--- config.mk ---
export PLATFORM = sky130hd
export DESIGN_NAME = exe_mult_unit
export DESIGN_NICKNAME = d
export VERILOG_FILES = /design/src/rtl/exe_mult_unit.sv
export SDC_FILE = /design/constraint.sdc
export NUM_CORES = 1
export LEC_CHECK = 0
export BUFFER_PORTS_ARGS = -buffer_cell sky130_fd_sc_hd__buf_2
export CORE_ASPECT_RATIO = 1.25
export CORE_UTILIZATION = 40
export CTS_BUF_LIST = sky130_fd_sc_hd__clkbuf_4
export DETAILED_ROUTE_END_ITERATION = 8
export PLACE_DENSITY = 0.67
export SKIP_LAST_GASP = 1
export SLEW_MARGIN = 30
export SYNTH_ARGS = -nofsm -noshare
export SYNTH_HDL_FRONTEND = slang
export SYNTH_SLANG_ARGS = --single-unit
--- constraint.sdc ---
create_clock -name clk -period 3.7 [get_ports clk]
set_input_delay 0 -clock clk [delete_from_list [all_inputs] [get_ports clk]]
set_output_delay 0 -clock clk [all_outputs]
set_load 0.02 [all_outputs]
--- src/rtl/exe_mult_unit.sv ---
// exe_mult_unit: multi-cycle shift-add multiplier for the EXE stage.
// Computes a 2*WORD_LEN-bit product into HI/LO. It processes one multiplier bit
// per cycle and holds busy while running, so the hazard unit can stall the pipe.
// Optional feature macro: MULT_SIGNED_EN adds the is_signed port, which selects
// two's-complement operands (magnitude multiply followed by a conditional negate).
module exe_mult_unit #(
  parameter int unsigned WORD_LEN = 16
) (
  input  logic                clk,
  input  logic                rst,
  input  logic                start,
  input  logic [WORD_LEN-1:0] val1,
  input  logic [WORD_LEN-1:0] val2,
  input  logic                flush,
`ifdef MULT_SIGNED_EN
  input  logic                is_signed,
`endif
  output logic                busy,
  output logic                done,
  output logic [WORD_LEN-1:0] hi,
  output logic [WORD_LEN-1:0] lo
);

  localparam int unsigned PROD_W = 2 * WORD_LEN;
  localparam int unsigned CNT_W  = (WORD_LEN > 1) ? $clog2(WORD_LEN) : 1;

  typedef enum logic [1:0] {
    S_IDLE = 2'd0,
    S_RUN  = 2'd1,
    S_DONE = 2'd2
  } state_t;

  state_t              state_q, state_d;
  logic [WORD_LEN-1:0] mcand_q, mcand_d;
  logic [WORD_LEN-1:0] mplier_q, mplier_d;
  logic [PROD_W-1:0]   acc_q, acc_d;
  logic [CNT_W-1:0]    count_q, count_d;
  logic                neg_q, neg_d;
  logic [WORD_LEN-1:0] hi_q, hi_d;
  logic [WORD_LEN-1:0] lo_q, lo_d;

  logic                last_iter_c;
  logic                accept_c;
  logic                commit_c;
  logic [WORD_LEN-1:0] mag1_c, mag2_c;
  logic                neg_req_c;
  logic [WORD_LEN:0]   sum_c;
  logic [PROD_W:0]     step_c;
  logic [PROD_W-1:0]   acc_next_c;
  logic [PROD_W-1:0]   result_c;

  // Control qualifiers: a new request is taken only when idle or committing, and flush always wins
  always_comb begin
    last_iter_c = (count_q == CNT_W'(WORD_LEN - 1));
    accept_c    = start && !flush && ((state_q == S_IDLE) || (state_q == S_DONE));
    commit_c    = (state_q == S_RUN) && !flush && last_iter_c;
  end

  // Operand conditioning: signed mode multiplies magnitudes and remembers the result sign
  always_comb begin
    mag1_c    = val1;
    mag2_c    = val2;
    neg_req_c = 1'b0;
`ifdef MULT_SIGNED_EN
    if (is_signed) begin
      if (val1[WORD_LEN-1]) mag1_c = ~val1 + WORD_LEN'(1);
      if (val2[WORD_LEN-1]) mag2_c = ~val2 + WORD_LEN'(1);
      neg_req_c = val1[WORD_LEN-1] ^ val2[WORD_LEN-1];
    end
`endif
  end

  // One shift-add step: add multiplicand into the upper half, then shift right keeping the carry
  always_comb begin
    sum_c      = {1'b0, acc_q[PROD_W-1:WORD_LEN]}
               + {1'b0, (mplier_q[0] ? mcand_q : {WORD_LEN{1'b0}})};
    step_c     = {sum_c, acc_q[WORD_LEN-1:0]};
    acc_next_c = step_c[PROD_W:1];
    result_c   = neg_q ? (~acc_next_c + PROD_W'(1)) : acc_next_c;
  end

  // FSM state register
  always_ff @(posedge clk or posedge rst) begin
    if (rst) state_q <= S_IDLE;
    else     state_q <= state_d;
  end

  // FSM next-state logic
  always_comb begin
    state_d = state_q;
    unique case (state_q)
      S_IDLE:  if (accept_c) state_d = S_RUN;
      S_RUN: begin
        if (flush)            state_d = S_IDLE;
        else if (last_iter_c) state_d = S_DONE;
      end
      S_DONE:  state_d = accept_c ? S_RUN : S_IDLE;
      default: state_d = S_IDLE;
    endcase
  end

  // FSM outputs: decoded directly from the state register
  always_comb begin
    busy = (state_q == S_RUN);
    done = (state_q == S_DONE);
  end

  // Datapath next-state: latch on accept, iterate in RUN, load HI/LO only at commit
  always_comb begin
    mcand_d  = mcand_q;
    mplier_d = mplier_q;
    acc_d    = acc_q;
    count_d  = count_q;
    neg_d    = neg_q;
    hi_d     = hi_q;
    lo_d     = lo_q;
    if (accept_c) begin
      mcand_d  = mag1_c;
      mplier_d = mag2_c;
      acc_d    = '0;
      count_d  = '0;
      neg_d    = neg_req_c;
    end else if (state_q == S_RUN) begin
      acc_d    = acc_next_c;
      mplier_d = mplier_q >> 1;
      count_d  = count_q + CNT_W'(1);
    end
    if (commit_c) begin
      hi_d = result_c[PROD_W-1:WORD_LEN];
      lo_d = result_c[WORD_LEN-1:0];
    end
  end

  // Datapath registers
  always_ff @(posedge clk or posedge rst) begin
    if (rst) begin
      mcand_q  <= '0;
      mplier_q <= '0;
      acc_q    <= '0;
      count_q  <= '0;
      neg_q    <= 1'b0;
      hi_q     <= '0;
      lo_q     <= '0;
    end else begin
      mcand_q  <= mcand_d;
      mplier_q <= mplier_d;
      acc_q    <= acc_d;
      count_q  <= count_d;
      neg_q    <= neg_d;
      hi_q     <= hi_d;
      lo_q     <= lo_d;
    end
  end

  assign hi = hi_q;
  assign lo = lo_q;

endmodule

==> out/qor.csv <==
stage;metric;value;unit
outcome;status;finished, final reports clean;
drt;vias_per_cell;5.01;
timing;hold_viol_final;0;
cts;clk_pin_slew;170;ps
power_and_ir_drop;power.density;520;nW/um^2
cts;ctsResizeCount;0;
cts;clock_sinks;101;
worst_setup_path;critPathBufInv;0;
timing;setup_tns;0;ps
yosys;synth_edf_count;0;
yosys;ys_top_cells_by_area;dfrtp_1 (53%), nand2_1 (12%), ha_1 (4.5%);
worst_setup_path;cp-start-kind;flop;
global_routing;grt-ovfl-total;0;
global_routing;grt_start_max_net_pins;74;
global_routing;grt_pass1_wl;17800;um
worst_setup_path;crit_type;reg -> reg;
hold_path;min_path_type;in -> async;
drt;wl;10300;um
yosys;synth.cell_area;4750;sq um
worst_setup_path;critical_path.max_stage_delay;580;ps
placed_design;placed_area;5250;sq um
yosys;synth-seq-cells;101;
floorplanning;fp.dieW;99.5;um
placed_design;dp_slack;878;ps
power_and_ir_drop;total_power;2.97;mW
floorplanning;rows;44;
drt;first_iter_violations;210;
worst_setup_path;path_delay_family;compound AO/OA/AOI/OAI gates;
cts;ctsHoldBuffers;34;
timing;slew_viol_final;0;
worst_setup_path;crit_required;4010;ps
placed_design;io_buffers;69;
timing;timing.final.crit_period;2860;ps
finish;fill_cells;1108;
drt;avgRoutedWirePerCell;13.7;um
worst_setup_path;r2r_start;mplier_q[0];
worst_setup_path;endpoint_kind;flop;
finish;final_area;5720;sq um
timing;period_share;77.2;%
worst_setup_path;cp.arrival;3170;ps
worst_setup_path;r2r_setup_slack;840;ps
floorplanning;dieArea;12300;sq um
global_routing;grt_pass1_vias;3754;
timing;rsz0062_at_grt;false;
timing;clock.fmax;0.350;GHz
timing;tightestPinTransition;767;ps
placed_design;dp_hpwl;6830;um
flow_run;drv_cap;0;
yosys;syn_inst;489;
global_routing;grt.total_usage;18.5;%
worst_setup_path;crit_slowest_cell;dfrtp_1;
yosys;ys_seq_area_share;53.2;%
timing;finClkSkew;25.8;ps
finish;layout-drive-gt1-share;19.0;%
yosys;synth_top_area_share;53.2;%
yosys;async_reset_ff_share;100;%
floorplanning;die_y;124;um
drt;via_count;3760;
worst_setup_path;cp_cell_sequence;and2_1 -> ha_1 -> fa_1 -> a21o_1 -> a221oi_2 -> o21ai_1 -> a41oi_2 -> o21a_1 -> o22ai_1;
worst_setup_path;path_max_fanout;17;
floorplanning;start_util;40.9;%
global_routing;antenna_found_initial;1;
yosys;syn_avg_cell_area;9.71;sq um
drt;route.detailed.drc;0;
yosys;synth_cell_types;47;
finish;multi_input_area;2100;sq um
timing;slew_headroom;48.8;%
finish;nets;637;
yosys;yosysWarnings;0;
worst_setup_path;reg2reg_depth;9;
yosys;synth_ff_type;dfrtp_1;
finish;register_area;2530;sq um
worst_setup_path;reg2reg_to;acc_q[31];
yosys;synth.net_count;543;
finish;final_core_util;49.2;%
floorplanning;coreArea;11600;sq um
cts;htreeDepth;3;
cts;cts_setup_buffers;0;
timing;setup_viol_count_final;0;
power_and_ir_drop;p_leak;2.89;nW
cts;root_buffer;clkbuf_4;
floorplanning;io_pins;70;
placed_design;gp_congestion;0.861;
cts;clock_path_buffers;2;
cts;cts_tree;built;
finish;syn_to_final_growth;20.4;%
drt;firstDrtPassIters;4;
drt;antenna_left;0;
timing;finalWorstSetupSlack;843;ps
yosys;yosysTopAreaCell;dfrtp_1;
power_and_ir_drop;peakVddDrop;227;uV
cts;numCtsBuffers;9;
cts;clk_latency;450;ps
-- cells in the mapped netlist (3+ instances only) --
| master | count |
|---|---|
| a21oi_1 | 11 |
| a22oi_1 | 16 |
| xor2_1 | 7 |
| o21ai_1 | 3 |
| nor3_1 | 3 |
| nand2b_1 | 3 |
| inv_1 | 3 |
| dfrtp_1 | 101 |
| ha_1 | 17 |
| nand4_1 | 6 |
| clkbuf_1 | 23 |
| nand3_1 | 6 |
| a21o_1 | 13 |
| o21ai_0 | 35 |
| xnor2_1 | 6 |
| and2_1 | 17 |
| nand2_1 | 153 |
| mux2_2 | 16 |
| buf_2 | 3 |
| o22ai_1 | 7 |
| nor2_1 | 7 |
-- metrics by stage --
stage / hold WS, ps / instances
after floorplan: 117 / 489
after global placement: 216 / 699
after detailed placement: 221 / 699
after CTS: 246 / 749
after global routing: 206 / 750
final: 152 / 750
-- placed cells by master (no fill, tap or decap), types with 2 or more instances in the layout --
cell,count
a21o_1,13
a21oi_1,11
a22o_1,2
a22oi_1,16
and2_1,17
and3_1,2
buf_2,69
buf_4,8
clkbuf_4,9
clkinv_1,3
clkinv_4,2
dfrtp_1,101
dlygate4sd3_1,34
ha_1,17
inv_1,2
mux2_2,16
nand2_1,153
nand2b_1,3
nand3_1,6
nand4_1,6
nor2_1,7
nor2b_1,2
nor3_1,3
o211ai_1,2
o21a_1,2
o21ai_0,35
o21ai_1,3
o21bai_1,2
o22ai_1,7
or3_1,2
xnor2_1,6
xor2_1,7
-- cells by family after synthesis --
family	count (synthesis)	synth area share, %
xor gates and xnor gates	13	2.40
AOI/OAI and AO/OA	103	14.2
buffers and inverters	32	2.69
muxes	18	4.32
and+or+nand+nor	204	18.3
DFF	101	53.2
adders and majority gates	18	4.90
-- worst max path at each step --
stage	start	end	slack, ps	cells past startpoint
final	mplier_q[0]	acc_q[31]	840	9
after global placement	mplier_q[0]	acc_q[31]	920	9
after detailed placement	mplier_q[0]	acc_q[31]	880	9
after floorplan	rst	acc_q[10]	1050	1
after global routing	mplier_q[0]	acc_q[31]	650	9
after CTS	mplier_q[0]	acc_q[31]	830	9
-- sequential cells by signal, indices dropped and copies added, names as in the netlist --
| register | flops |
|---|---|
| hi | 16 |
| state_q | 2 |
| count_q | 4 |
| lo | 16 |
| acc_q | 31 |
| mcand_q | 16 |
| mplier_q | 16 |
-- worst register-to-register path, delay by kind of cell (launching register included) --
| kind | cells | cell delay (ps) |
|---|---|---|
| adders and majority gates | 2 | 610 |
| AOI/OAI and AO/OA | 6 | 1280 |
| and+or+nand+nor | 1 | 250 |
| DFF | 1 | 580 |
-- per-layer routing --
layer  share of wire [%]  track usage, %  vias to the layer above
li1                    -               -                     1854
met1                  44            22.2                     1823
met2                  50            33.3                       71
met3                 3.4            3.20                       12
met4                 1.8            7.17                        0
met5                   0               0                        -
-- area by class of cell --
class | instances | area share (%)
clock inverter | 7 | 0.941
inverter | 4 | 0.350
clock buffer | 9 | 1.18
sequential | 101 | 44.2
antenna | 1 | 0.0438
multi-input combinational | 356 | 36.7
tap | 161 | 3.52
timing repair buffer | 111 | 13.0
-- power by group --
part	switching (mW)	internal (mW)	total (mW)
combinational	0.561	0.416	0.977
clock	0.372	0.141	0.513
sequential	0.155	1.33	1.48
No activity file was read; power rests on OpenSTA's default activity.
